===== src/rtl/gpio_pkg.sv =====
// ============================================================================
// Module      : gpio_pkg
// Description : Shared constants and types for the GPIO interrupt controller.
// Revision    : 1.0 - initial release
// ============================================================================
`default_nettype none

package gpio_pkg;

    localparam int GPIO_NPINS     = 16;
    localparam int DEBOUNCE_CNT_W = 8;

    typedef struct packed {
        logic rise;
        logic fall;
    } edge_sel_t;

    function automatic logic edge_hit(edge_sel_t sel, logic rise, logic fall);
        return (rise & sel.rise) | (fall & sel.fall);
    endfunction

endpackage

`default_nettype wire


===== src/rtl/gpio_debounce.sv =====
// ============================================================================
// Module      : gpio_debounce
// Description : Per-pin two-flop synchronizer followed by an optional
//               stable-level filter (enabled by GPIO_IRQ_DEBOUNCE_EN).
// Revision    : 1.0 - initial release
// ============================================================================
`default_nettype none

module gpio_debounce
    import gpio_pkg::*;
#(
    parameter int DEBOUNCE_CYCLES = 4
) (
    input  logic clk,
    input  logic reset,
    input  logic pin,
    output logic stable
);

    logic r_s1;
    logic r_s2;

    always_ff @(posedge clk or negedge reset) begin
        if (!reset) begin
            r_s1 <= 1'b0;
            r_s2 <= 1'b0;
        end else begin
            r_s1 <= pin;
            r_s2 <= r_s1;
        end
    end

`ifdef GPIO_IRQ_DEBOUNCE_EN
    localparam logic [DEBOUNCE_CNT_W-1:0] c_cnt_last = DEBOUNCE_CNT_W'(DEBOUNCE_CYCLES - 1);

    logic                      r_stable;
    logic [DEBOUNCE_CNT_W-1:0] r_cnt;

    // The level is accepted on the edge that completes the run of differing cycles.
    always_ff @(posedge clk or negedge reset) begin
        if (!reset) begin
            r_stable <= 1'b0;
            r_cnt    <= '0;
        end else if (r_s2 == r_stable) begin
            r_cnt <= '0;
        end else if (r_cnt == c_cnt_last) begin
            r_stable <= r_s2;
            r_cnt    <= '0;
        end else begin
            r_cnt <= r_cnt + 1'b1;
        end
    end

    assign stable = r_stable;
`else
    assign stable = r_s2;
`endif

endmodule

`default_nettype wire


===== src/rtl/gpio_irq_ctrl.sv =====
// ============================================================================
// Module      : gpio_irq_ctrl
// Description : GPIO input filter with per-pin edge-select sticky interrupts.
//               Define GPIO_IRQ_DEBOUNCE_EN to include the debounce filter.
// Revision    : 1.0 - initial release
// ============================================================================
`default_nettype none

module gpio_irq_ctrl
    import gpio_pkg::*;
#(
    parameter int NPINS           = GPIO_NPINS,
    parameter int DEBOUNCE_CYCLES = 4
) (
    input  logic             clk,
    input  logic             reset,
    input  logic [NPINS-1:0] gpio_pins,
    input  logic [NPINS-1:0] irq_en,
    input  logic [NPINS-1:0] irq_rise,
    input  logic [NPINS-1:0] irq_fall,
    input  logic [NPINS-1:0] irq_clr,
    output logic [NPINS-1:0] pin_state,
    output logic [NPINS-1:0] irq_pending,
    output logic             irq
);

    logic [NPINS-1:0] w_stable;
    logic [NPINS-1:0] w_rise;
    logic [NPINS-1:0] w_fall;
    logic [NPINS-1:0] w_set;
    logic [NPINS-1:0] r_filt_prev;
    logic [NPINS-1:0] r_pending;

    for (genvar i = 0; i < NPINS; i++) begin : g_pin
        edge_sel_t w_sel;

        gpio_debounce #(
            .DEBOUNCE_CYCLES (DEBOUNCE_CYCLES)
        ) u_debounce (
            .clk    (clk),
            .reset  (reset),
            .pin    (gpio_pins[i]),
            .stable (w_stable[i])
        );

        assign w_sel    = '{rise: irq_rise[i], fall: irq_fall[i]};
        assign w_set[i] = irq_en[i] & edge_hit(w_sel, w_rise[i], w_fall[i]);
    end

    assign w_rise = w_stable & ~r_filt_prev;
    assign w_fall = ~w_stable & r_filt_prev;

    // A new set overrides a simultaneous clear of the same bit.
    always_ff @(posedge clk or negedge reset) begin
        if (!reset) begin
            r_filt_prev <= '0;
            r_pending   <= '0;
        end else begin
            r_filt_prev <= w_stable;
            r_pending   <= w_set | (r_pending & ~irq_clr);
        end
    end

    assign pin_state   = w_stable;
    assign irq_pending = r_pending;
    assign irq         = |r_pending;

endmodule

`default_nettype wire


===== config.mk =====
export PLATFORM = sky130hd
export DESIGN_NAME = gpio_irq_ctrl
export DESIGN_NICKNAME = d
export VERILOG_FILES = /design/src/rtl/gpio_pkg.sv /design/src/rtl/gpio_debounce.sv /design/src/rtl/gpio_irq_ctrl.sv
export SDC_FILE = /design/constraint.sdc
export NUM_CORES = 1
export LEC_CHECK = 0
export CORE_ASPECT_RATIO = 1.25
export CORE_MARGIN = 2
export CORE_UTILIZATION = 37
export CTS_BUF_LIST = sky130_fd_sc_hd__clkbuf_2 sky130_fd_sc_hd__clkbuf_4 sky130_fd_sc_hd__clkbuf_8
export CTS_CLUSTER_DIAMETER = 100
export DETAILED_ROUTE_END_ITERATION = 10
export PLACE_DENSITY = 0.73
export SLEW_MARGIN = 20
export SYNTH_ARGS = -nofsm -noshare
export SYNTH_HDL_FRONTEND = slang
export SYNTH_SLANG_ARGS = --single-unit

===== constraint.sdc =====
create_clock -name clk -period 2.2 [get_ports clk]
set_input_delay 0.44 -clock clk [delete_from_list [all_inputs] [get_ports clk]]
set_output_delay 0.44 -clock clk [all_outputs]
set_load 0.005 [all_outputs]

==> results.toml, run 1 <==
[placed_design]
place_area_sq_um = 3340
dpl.hpwl_um = 3770
io_buffers = 114
place_congestion = 0.731

[detailed_routing]
wl_per_cell_um = 14.8
vias = 1602
dr.pass1.iters = 4
drt-initial-drc-count = 111
viasPerCell = 4.87
wl_um = 4880
ant_nets = 0
drc = 0

[logic_synthesis]
yosysWarningCount = 0
synth_seq_cells = 64
synth_compound_area_share_pct = 0
synth_xor_xnor_area_share_pct = 0
synth.distinct_cells = 8
post-synth-top-count-cell = "dfrtp_1"
synth_top_area_share_pct = 72.2
synth_common_cells = "dfrtp_1, nand4b_1, buf_4, nand3_1, nand2b_1"
ys_seq_area_share_pct = 72.2
synth_cells = 149
yosys.area.top_type = "dfrtp_1"
syn-mean-instance-area_sq_um = 14.9
synthSimpleGateAreaFrac_pct = 22.3
syn_nets = 231
synth_top_family_by_area = "simple AND/OR/NAND/NOR gates"
muxShareOfSynthArea_pct = 0
synth-adder-area-share_pct = 0
ys_top_cells_by_area = "dfrtp_1, nand4b_1, buf_4"
synth_edf_count = 0
synthArstFlopShare_pct = 100
synth-main-ff-cell = "dfrtp_1"
syn-cell-area_sq_um = 2220

[cells_and_area]
antenna_cells = 0
finalNetCount = 342
finalInstanceArea_sq_um = 3540
fillers = 458
drive_gt1_share_pct = 7.22
seqCellArea_sq_um = 1600
multi_input_area_sq_um = 508
area_growth_pct = 59.5

[timing]
skew_ns = 0.00635
finalCritPeriodShare_pct = 95.4
slew-limit-headroom_pct = 62.5
finalHoldViolations = 0
maxSlewViolCount = 0
worst_pin_slew_ns = 0.562
max_freq_mhz = 476
min_period_ns = 2.10
fin_setup_tns_ns = 0
rsz0062_at_grt = "false"
setup_viol = 0

[floorplanning]
io_pins = 115
row_count = 31
initial_core_util_pct = 38.4
core_sq_um = 5780
die_h_um = 90.5
die-area_sq_um = 6630
die_x_um = 73.2

[hold_path]
hp-class = "input pin to async pin"

[flow_run]
drv_cap = 0

[power_and_ir_drop]
swShare_pct = 20.8
seqPwrFrac_pct = 51.4
power_per_cell_area_nw_per_um2 = 714
power_frac_clock_pct = 35.6
total_power_mw = 2.53
p_comb_share_pct = 13.0
ir_drop_v = 0.000468
p_leak_nw = 1.48
power.internal_mw = 2.00
switching_power_uw = 524

[global_routing]
grt_pass1_wl_um = 7980
grt-ovfl-total = 0
grt_pass1_vias = 1759
antenna_found_initial = 0
gr-usage-all-layers_pct = 16.1
grt_max_degree = 24

[clocking]
clk_pin_slew_worst_paths_ns = 0.06
cts_tree = "done"
htreeDepth = 3
postCtsHoldBufs = 0
cts_root_buf = "clkbuf_8"
clkLatencyLatePin_ns = 0.33
cts.sinks = 64
cts-buffers-inserted = 9
clock_path_buffers = 2

[critical_path]
regToRegSetupSlack_ns = 1.44
end_kind = "output port"
critPathKind = "flop to output port"
cp_cell_sequence = "nor4_1 -> nand4_1 -> clkdlybuf4s50_1"
critPathArrivalTime_ns = 1.66
slowest_delay_ns = 0.48
critical_path_required_ns = 1.76
slowest_stage = "clkdlybuf4s50_1"
cp-start-kind = "flop"
cp_max_fo = 3

[status]
status = "finished, final reports clean"
[registers in the layout, indices dropped and copies added (netlist names)]
signal and count:
r_filt_prev 16, irq_pending 16, g_pin.u_debounce.r_s1 16, g_pin.u_debounce.stable 16
[cell usage in the layout, fill, tap and decap left out, drive strengths merged]
cell type        n
buf              3
clkbuf          14
clkdlybuf4s50  113
dfrtp           64
nand2b          13
nand3           16
nand4            1
nand4b          32
nor4             4
or2b             3
[layout make-up]
| cell class | count | share of cell area [%] |
|---|---|---|
| multi-input combinational | 69 | 14.4 |
| clock buffer | 14 | 5.10 |
| sequential | 64 | 45.3 |
| tap | 66 | 2.34 |
| timing repair buffer | 116 | 32.9 |
[worst max-delay path: cells and delay by family (launching register included)]
family | cells | cell delay (ns)
AND/OR/NAND/NOR | 2 | 0.45
buffers and inverters | 1 | 0.48
flip-flops | 1 | 0.39
[path summary, 6_finish.rpt]
kind / start / end / depth (start not counted)
min in group clk: g_pin[10].u_debounce.r_s1$_DFF_PN0_ / g_pin[10].u_debounce.stable$_DFF_PN0_ / 0
setup reg to reg: irq_pending[12]$_DFF_PN0_ / irq_pending[12]$_DFF_PN0_ / 2
hold / removal: reset / r_filt_prev[6]$_DFF_PN0_ / 1
max in group asynchronous: reset / g_pin[9].u_debounce.r_s1$_DFF_PN0_ / 2
hold reg to reg: g_pin[10].u_debounce.r_s1$_DFF_PN0_ / g_pin[10].u_debounce.stable$_DFF_PN0_ / 0
setup / recovery: irq_pending[4]$_DFF_PN0_ / irq / 3
[routing by layer]
| layer | wire [um] | track usage (%) | vias up |
|---|---|---|---|
| met3 | 466 | 6.03 | 10 |
| met1 | 1800 | 17.6 | 770 |
| met4 | 120 | 9.10 | 0 |
| li1 | - | - | 754 |
| met5 | 0 | 0 | - |
| met2 | 2490 | 26.4 | 68 |
[per-stage QoR]
stage | instances | hold slack [ns] | setup WS [ns] | util, %
2_1_floorplan | 149 | 0.144 | 0.994 | -
3_3_place_gp | 315 | 0.332 | 0.390 | 57.8
3_5_place_dp | 315 | 0.336 | 0.361 | 57.8
4_1_cts | 329 | 0.104 | 0.00905 | 61.0
5_1_grt | 329 | 0.132 | 0.0265 | 61.2
6_report | 329 | 0.0983 | 0.101 | 61.2
[power groups by stage]
| stage | sequential [mW] | combinational, mW | clock (mW) |
|---|---|---|---|
| finish | 1.30 | 0.329 | 0.899 |
| global route | 1.31 | 0.357 | 0.983 |
| CTS | 1.30 | 0.333 | 0.927 |
| detailed placement | 1.32 | 0.331 | 0 |
| global placement | 1.31 | 0.331 | 0 |
| floorplan | 1.31 | 0.0730 | 0 |
[what timing repair did]
| action | in CTS | in global routing |
|---|---|---|
| setup endpoints to repair | 0 | 1 |
| resized for setup | 0 | 2 |
| buffers inserted | 0 | 0 |
[logic make-up (layout without fill, tap and decap cells)]
family / count (synthesis) / count (layout)
flops: 64 / 64
buf+inv: 16 / 130
simple gates: 69 / 69
No activity file was read; power rests on OpenSTA's default activity.
==> run 2: changes to the inputs <==
--- a/config.mk
+++ b/config.mk
@@ -6,7 +6,6 @@
 export NUM_CORES = 1
 export LEC_CHECK = 0
 export CORE_ASPECT_RATIO = 1.25
-export CORE_MARGIN = 2
 export CORE_UTILIZATION = 37
 export CTS_BUF_LIST = sky130_fd_sc_hd__clkbuf_2 sky130_fd_sc_hd__clkbuf_4 sky130_fd_sc_hd__clkbuf_8
 export CTS_CLUSTER_DIAMETER = 100
==> run 2 against run 1 <==
- the flow now finishes with violations (design-rule violations)
- final area is 2.3% higher
- clock skew is 0.0047 ns higher
- core utilization is 1.4 points higher
- flip-flop and latch count stayed put
- worst hold slack worse by 0.018 ns
- first-iteration DRC count is 9.9% lower
- worst setup slack better by 0.014 ns
- wire length is 0.82% higher
- power is 14% higher
- largest cell class unchanged
==> results.toml, run 2 (synthesized netlist as in run 1, its figures left out) <==
[detailed_routing]
ant_nets = 0
dr.pass1.iters = 7
drt-initial-drc-count = 100
wl_um = 4920
viasPerCell = 4.83
vias = 1593
wl_per_cell_um = 14.9
drc = 6

[global_routing]
grt-ovfl-total = 0
grt_max_degree = 43
antenna_found_initial = 0
grt_pass1_wl_um = 7850
gr-usage-all-layers_pct = 17.2
grt_pass1_vias = 1739

[timing]
finalCritPeriodShare_pct = 94.7
finalHoldViolations = 0
setup_ws_ns = 0.116
setup_viol = 0
worst_pin_slew_ns = 0.534
maxSlewViolCount = 0
max_freq_mhz = 480
rsz0062_at_grt = "false"
fin_setup_tns_ns = 0
min_period_ns = 2.08
skew_ns = 0.0111
slew-limit-headroom_pct = 64.4

[critical_path]
ff2ff_path_depth = 2
reg2reg_from = "irq_pending[12]$_DFF_PN0_"
critPathArrivalTime_ns = 1.64
cp_max_fo = 3
critPathKind = "flop to output port"
cp-start-kind = "flop"
slowest_stage = "clkdlybuf4s50_1"
crit_family = "buffers and inverters"
cp_cell_sequence = "nor4_4 -> nand4_1 -> clkdlybuf4s50_1"
regToRegSetupSlack_ns = 1.42
slowest_delay_ns = 0.47
end_kind = "output port"
crit_cells = 3
critPathLaunch = "irq_pending[12]$_DFF_PN0_"
crit_buf_inv = 1
critical_path_required_ns = 1.76

[cells_and_area]
finalNetCount = 341
post-route-util_pct = 62.6
area_growth_pct = 63.1
layout_common_cells = "clkdlybuf4s50_1, dfrtp_1, nand4b_1"
drive_gt1_share_pct = 7.95
layout_commonest_cell = "clkdlybuf4s50_1"
finalInstanceArea_sq_um = 3620
antenna_cells = 0

[floorplanning]
row_count = 31
die_h_um = 88.5
die_x_um = 71.2
core_sq_um = 5780
die-area_sq_um = 6310
io_pins = 115
initial_core_util_pct = 38.4

[clocking]
clock_path_buffers = 2
clkLatencyLatePin_ns = 0.34
cts.sinks = 64
cts-buffers-inserted = 9
cts_root_buf = "clkbuf_8"
clk_pin_slew_worst_paths_ns = 0.07
htreeDepth = 3
cts_tree = "done"

[placed_design]
dpl.hpwl_um = 3630
io_buffers = 114
place_congestion = 0.716
place_area_sq_um = 3340
pre_cts_slack_ns = 0.395

[power_and_ir_drop]
power_per_cell_area_nw_per_um2 = 798
ir_drop_v = 0.000514
total_power_mw = 2.89
p_leak_nw = 1.50

[status]
violations = "design-rule violations"
status = "finished, violations left"

[hold_path]
hp-class = "input pin to async pin"

[flow_run]
drv_cap = 0
## run 2: per-layer routing
| metal | GRT usage, % | wire, um | vias to the layer above |
|---|---|---|---|
| met4 | 11.6 | 122 | 0 |
| met2 | 29.7 | 2560 | 70 |
| met3 | 5.69 | 415 | 12 |
| met1 | 17.7 | 1810 | 760 |
| li1 | - | - | 751 |
| met5 | 0 | 0 | - |
## run 2: worst paths after layout
kind	to
max	irq
min	g_pin[9].u_debounce.stable$_DFF_PN0_
max reg2reg	irq_pending[12]$_DFF_PN0_
min reg2reg	g_pin[6].u_debounce.stable$_DFF_PN0_
max in group asynchronous	irq_pending[0]$_DFF_PN0_
min in group clk	g_pin[6].u_debounce.stable$_DFF_PN0_
## run 2: area by class of cell
class | count | area [sq um]
clock inverter | 5 | 103
fill | 453 | 2160
tap | 66 | 82.6
clock buffer | 11 | 151
timing repair buffer | 115 | 1160
multi-input combinational | 69 | 523
sequential | 64 | 1600
## run 2: report_power, final
part	internal [mW]	switching (mW)
Combinational	0.239	0.0928
Sequential	1.25	0.0510
Clock	0.812	0.444
## run 2: per-stage QoR
step                      hold slack (ns)  cells
after global placement              0.333    314
after global routing                0.118    330
after floorplan                     0.144    149
after detailed placement            0.335    314
after CTS                          0.0909    330
final                              0.0808    330
## run 2: timing repair
item,4_1_cts,5_1_grt
resized for setup,1,3
hold buffers,0,0
setup buffers,0,0
setup endpoints to repair,1,1
